File: config.mk
export PLATFORM = sky130hd
export DESIGN_NAME = jh_msg_padder
export DESIGN_NICKNAME = d
export VERILOG_FILES = /design/src/rtl/jh_msg_padder.sv
export SDC_FILE = /design/constraint.sdc
export NUM_CORES = 1
export LEC_CHECK = 0
export ABC_AREA = 0
export CAP_MARGIN = 20
export CORE_MARGIN = 2
export CORE_UTILIZATION = 35
export CTS_CLUSTER_DIAMETER = 200
export DETAILED_ROUTE_END_ITERATION = 8
export GPL_ROUTABILITY_DRIVEN = 0
export HOLD_SLACK_MARGIN = 0.03
export PLACE_DENSITY = 0.58
export SYNTH_ARGS = -nofsm -noshare
export SYNTH_HDL_FRONTEND = slang
export SYNTH_SLANG_ARGS = --single-unit
File: constraint.sdc
create_clock -name clk -period 3.8 [get_ports clk]
set_clock_uncertainty 0.1 [all_clocks]
set_input_delay 0.76 -clock clk [delete_from_list [all_inputs] [get_ports clk]]
set_output_delay 0.76 -clock clk [all_outputs]
set_load 0.01 [all_outputs]
File: src/rtl/jh_msg_padder.sv
// Feeds the JH-512 core wrapper: forwards a byte-aligned message as 16-bit words,
// then appends 0x80, zero fill and the 128-bit big-endian bit length in whole blocks.
module jh_msg_padder #(
  parameter int W     = 16,
  parameter int WPB   = 32,
  parameter int LEN_W = 64
) (
  input  logic         clk,
  input  logic         rst,
  input  logic         start,
  input  logic [W-1:0] in_data,
  input  logic [1:0]   in_nbytes,
  input  logic         in_valid,
  input  logic         in_last,
  output logic         in_ready,
  output logic         core_init,
  output logic         core_load,
  output logic [W-1:0] core_data,
  input  logic         core_ack,
  output logic         busy,
  output logic         done
);
  localparam int WC_W = $clog2(WPB);
  localparam logic [WC_W-1:0] LAST_POS = WC_W'(WPB - 1);
  localparam logic [WC_W-1:0] LEN_POS  = WC_W'(WPB - 8);
  localparam logic [W-1:0]    PAD80    = {8'h80, {(W-8){1'b0}}};

  typedef enum logic [2:0] {IDLE, INIT, GAP, MSG, SEND, PAD, LEN, FIN} state_t;

  state_t            state_q, state_d;
  logic [W-1:0]      data_q, data_d;
  logic [LEN_W-1:0]  len_q, len_d;
  logic [WC_W-1:0]   wcnt_q, wcnt_d;
  logic              tf_q, tf_d;     // tail seen; remaining words are generated
  logic              pend_q, pend_d; // 0x8000 word still owed
  logic              xb_q, xb_d;     // current block is not the final one
  logic              lp_q, lp_d;     // emitting the length words
  logic              gap_q, gap_d;
  logic [127:0]      bitlen, len_sh;

  assign bitlen = {{(125-LEN_W){1'b0}}, len_q, 3'b000};
  // words 24..31 carry the bit length, most-significant word at 24
  assign len_sh = bitlen >> {~wcnt_q[2:0], 4'b0000};

  always_comb begin
    state_d = state_q;
    data_d  = data_q;
    len_d   = len_q;
    wcnt_d  = wcnt_q;
    tf_d    = tf_q;
    pend_d  = pend_q;
    xb_d    = xb_q;
    lp_d    = lp_q;
    gap_d   = gap_q;
    case (state_q)
      IDLE: if (start) begin
        state_d = INIT;
        len_d   = '0;
        wcnt_d  = '0;
        tf_d    = 1'b0;
        pend_d  = 1'b0;
        xb_d    = 1'b0;
        lp_d    = 1'b0;
        gap_d   = 1'b0;
      end
      INIT: state_d = GAP;
      GAP: begin
        gap_d = 1'b1;
        if (gap_q) state_d = MSG;
      end
      MSG: if (in_valid) begin
        len_d   = len_q + LEN_W'(in_nbytes);
        data_d  = in_data;
        state_d = SEND;
        if (in_last) begin
          tf_d = 1'b1;
          // an unaligned length always pushes the length field into one more block
          xb_d = (len_d[5:0] != 6'd0);
          case (in_nbytes)
            2'd0:    data_d = PAD80;
            2'd1:    data_d = {in_data[W-1:W-8], 8'h80};
            default: pend_d = 1'b1;
          endcase
        end
      end
      SEND: if (core_ack) begin
        wcnt_d = wcnt_q + 1'b1;
        if (wcnt_q == LAST_POS) xb_d = 1'b0;
        if (!tf_q)                            state_d = MSG;
        else if (!lp_q)                       state_d = PAD;
        else if (wcnt_q == LAST_POS)          state_d = FIN;
        else                                  state_d = LEN;
      end
      PAD: begin
        if (wcnt_q == LEN_POS && !xb_q && !pend_q) begin
          lp_d    = 1'b1;
          state_d = LEN;
        end else begin
          data_d  = pend_q ? PAD80 : '0;
          pend_d  = 1'b0;
          state_d = SEND;
        end
      end
      LEN: begin
        data_d  = len_sh[W-1:0];
        state_d = SEND;
      end
      FIN:     state_d = IDLE;
      default: state_d = IDLE;
    endcase
  end

  always_ff @(posedge clk or posedge rst) begin
    if (rst) begin
      state_q <= IDLE;
      data_q  <= '0;
      len_q   <= '0;
      wcnt_q  <= '0;
      tf_q    <= 1'b0;
      pend_q  <= 1'b0;
      xb_q    <= 1'b0;
      lp_q    <= 1'b0;
      gap_q   <= 1'b0;
    end else begin
      state_q <= state_d;
      data_q  <= data_d;
      len_q   <= len_d;
      wcnt_q  <= wcnt_d;
      tf_q    <= tf_d;
      pend_q  <= pend_d;
      xb_q    <= xb_d;
      lp_q    <= lp_d;
      gap_q   <= gap_d;
    end
  end

  assign in_ready  = (state_q == MSG);
  assign core_init = (state_q == INIT);
  assign core_load = (state_q == SEND);
  assign core_data = data_q;
  assign busy      = (state_q != IDLE);
  assign done      = (state_q == FIN);

endmodule

[Word-level counts from Yosys, hierarchy flattened]
Index checks and enable logic that the tools add are counted.
W data, S select, Z words.
Word-level totals
  register bits after elaboration: 93
  output and inout bits: 21
  word-level logic and storage cells: 95
Operators by class
  shift-type cells: 1
  $add $sub $neg: 2
  bitwise logic cells: 1
  eq/ne operators: 19
  reduce and logical (&&, ||, !) cells: 25
  mux-type cells: 38
Operators by type and width (count)
  $mux W64: 2
  $pmux W64 S2: 1
  $shr A67 B7 Y16: 1
  $add A64 B2 Y64: 1
  $mux W16: 4
  $pmux W16 S3: 1
  $pmux W16 S2: 1
  $pmux W3 S8: 1
  $mux W3: 5
  $ne A2 B2 Y1 const B: 7
  $mux W1: 13
  $eq A3 B3 Y1 const B: 4
  $reduce_and A3 Y1: 4
  $reduce_and A6 Y1: 2
  $reduce_bool A3 Y1: 4
  $eq A5 B5 Y1 const B: 2
  $mux W5: 2
  $pmux W5 S2: 1
  $reduce_and A4 Y1: 2
  $reduce_bool A2 Y1: 4
  $eq A3 B2 Y1 const B: 2
  $pmux W1 S2: 3
  $pmux W1 S3: 2
  $reduce_bool A6 Y1: 1
  12 further kinds: 16

[Logic depth before layout (Yosys ltp)]
  depth after elaboration: 6
  gate-level depth with buffers: 9
  mapped depth without buffers: 8

[Least setup slack after synthesis]
No wires, ideal clock.
  path type: input port to flip-flop
  start point: input in_nbytes[0]
  end point: register len_q[60]
  stages: 8
  required time: 3.622 ns
  buffers on the path: 1
  arrival: 2.508 ns
  slack: 1.114 ns
  cells stage by stage: ha_1 fa_1 nand3_1 a211oi_2 buf_2 nand2_1 or4_1 a21oi_1
Between the ends
  longest elaborated chain between the ends: 3
Ends and longest elaborated chain
  start, declared: line 12  | input logic [1:0] in_nbytes,
  $add A64 B2 Y64: line 72  | len_d = len_q + LEN_W'(in_nbytes);
  $mux W64: line 71  | MSG: if (in_valid) begin
  $pmux W64 S2: line 55  | case (state_q)
  end signal, assigned: line 127  | len_q <= len_d;
  end, declared: line 32  | logic [LEN_W-1:0] len_q, len_d;
Every way passes these cells. The select of a mux whose other input is x is not followed.
A chain may end at the register's enable or synchronous reset.

[Worst setup path in the final report]
  start point: input in_nbytes[0]
  end point: register len_q[54]
The elaborated chain is that of the path after synthesis.

==> out/results.ini <==
[critical_path]
crit_fanout=9
worstPathArrival_ps=3560
worstReg2RegStart=len_q[19]$_DFFE_PP0P_
critPathRequiredTime_ps=3960
cp.depth=8
cp-end-kind=flop
ff2ff_path_depth=5
critPathMaxStageDelay_ps=580
startpoint_type=input port
path_cells=clkdlybuf4s50_1 -> ha_1 -> fa_1 -> nand3_1 -> a211oi_2 -> nand4_1 -> or4_1 -> o21ai_0
path_class=input port to flop
cp_top_family=simple AND/OR/NAND/NOR gates
crit_buf_inv=1
crit_start=in_nbytes[0]
slowest_stage=or4_1

[cts]
insertion_delay_ps=360
clk_pin_slew_ps=70
cts.repair.resized=0
cts_tree=done
ctsHoldBuffers=0
root_buffer=clkbuf_16
clock-sinks=93
cts_max_level=3
ctsLongestPathBuffers=2
postCtsSetupBuffers=0
cts_buffers=9

[routing]
vias=4749
wire_per_inst_um=18.05
vias_per_cell=5.756
post-route-drc-count=0
firstDrtPassIters=4
ant_nets=0
wl_mm=14.89
drt_iter0_drc=332

[synthesis]
ys.flop_type=dfrtp_1
avgSynthCellArea_sq_um=9.145
ys_seq_elements=93
synth_fp_nets=622
seq_area_frac_synth_pct=42.99
syn_area_sq_um=5414
synth_async_sr_flop_share_pct=100.0
synth_enable_flop_cells=0
synth_cells=592
ys_warn_count=0
synthDistinctLibCells=55

[sta]
fin_crit_sh_pct=89.37
slew_headroom_pct=36.78
setup_violations=0
hold_viol_final=0
worstMarginPinSlew_ps=936.0
grt_setup_unrepaired=no
min_period_ps=3396
max_freq_mhz=294.5
slew_violations=0
setup_tns_ps=0

[placement]
dpl.hpwl_mm=10.88
port_buffers=44

[layout]
final_common_cell=dfrtp_1
fin_util_pct=42.60
layout_common_cells=dfrtp_1, nor2_1, nand2_1, a21oi_1, clkdlybuf4s50_1
n_antenna_cell=0
fin_nets=662
drive_gt1_share_pct=10.05
syn2layout_area_growth_pct=19.18

[hold_path]
hold_start=gap_q$_DFFE_PP0P_
min_path_cells=1
hp-class=flop to flop

[die]
ioPinCount=45
start_util_pct=35.75
dieWidth_um=128.4
dieHeight_um=128.4
core_area_sq_um=15150
rows=45
die-area_sq_um=16480

[run_status]
status=finished, final reports clean

[grt]
antenna_found_initial=0
globalRouteOverflowTotal=0
grt_pass1_wl_mm=24.28
grt_usage_pct=18.88
grt_max_degree=47
first_global_vias=4471

[power]
vdd_drop_max_mv=0.2171
power.density_cell_area_nw_per_um2=523.0
leakage_nw=2.591

[flow_run]
cap_violations=0

report_power, final:
part	leakage (nW)	internal, W	switching (W)	total [W]
registers	1.24	0.00113	0.000107	0.00124
clock network	0.140	0.000518	0.000426	0.000944
logic	1.21	0.000511	0.000682	0.00119
area by class of cell:
cell class | count | area, sq um
well taps | 188 | 235.2
repair buffers | 63 | 603.1
multi-input cells | 446 | 2908
clock buffers | 9 | 225.2
flip-flops and latches | 93 | 2327
fillers | 1463 | 8693
clock inverters | 7 | 81.33
inverters | 19 | 72.57
flip-flops by register name, summed over array words and instances, names as in the netlist:
name and cells:
tf_q 1, wcnt_q 5, lp_q 1, state_q 3, core_data 16, len_q 64
gap_q 1, pend_q 1, xb_q 1
final timing paths:
check | endpoint | slack (ps)
max in group asynchronous | len_q[54]$_DFFE_PP0P_ | 2300
worst max register to register | len_q[63]$_DFFE_PP0P_ | 770
min in group asynchronous | wcnt_q[3]$_DFFE_PP0P_ | 600
worst max-delay path | len_q[54]$_DFFE_PP0P_ | 400
worst min-delay path | gap_q$_DFFE_PP0P_ | 420
worst min register to register | gap_q$_DFFE_PP0P_ | 420
synth_stat cells (7+ instances only):
cell	n	area [sq um]
nor3_1	10	50.05
or4_1	8	60.06
clkbuf_1	24	90.09
nor2_1	69	259.0
o31ai_1	9	67.56
a31oi_1	7	43.79
a21oi_1	45	225.2
inv_1	19	71.32
and3_1	13	81.33
a22oi_1	13	97.59
or3_1	19	118.9
nand2_1	49	183.9
o21ai_0	43	215.2
dfrtp_1	93	2327
nand3_1	20	100.1
xnor2_1	8	70.07
nand4_1	32	200.2
mux4_2	13	292.8
xor2_1	27	236.5
worst register-to-register path: stages, from the launching register on:
cell	delay (ps)
dfrtp_1	470
nand4_1	290
nor4_2	730
nand4_1	570
or4_1	630
a21oi_1	170
layer usage:
metal,GRT usage [%],vias up,routed length (um)
li1,-,2246,-
met1,26.35,2340,7015
met2,29.44,144,6736
met3,3.784,19,849
met4,6.529,0,291
met5,0,-,0
kinds of logic (layout without fill, tap and decap cells):
| family | after synthesis | in the layout | share of synthesized area (%) |
|---|---|---|---|
| simple gates | 246 | 246 | 23.60 |
| compound gates | 140 | 140 | 15.88 |
| flops | 93 | 93 | 42.99 |
| buf+inv | 53 | 98 | 3.767 |
| xor+xnor | 35 | 35 | 5.662 |
| mux | 19 | 19 | 6.587 |
| fa+ha+maj | 6 | 6 | 1.525 |
per-stage QoR:
step	setup slack [ps]	cells	power (W)	instance area [sq um]	hold slack [ps]
after detailed placement	99.43	808	0.002437	6131	398.1
after global placement	189.0	808	0.002420	6131	382.4
final	404.0	825	0.003375	6452	417.0
after CTS	450.3	824	0.003385	6437	414.0
after global routing	253.2	825	0.003563	6452	449.7
after floorplan	519.7	592	0.001970	5414	360.6
No activity file was read; power rests on OpenSTA's default activity.
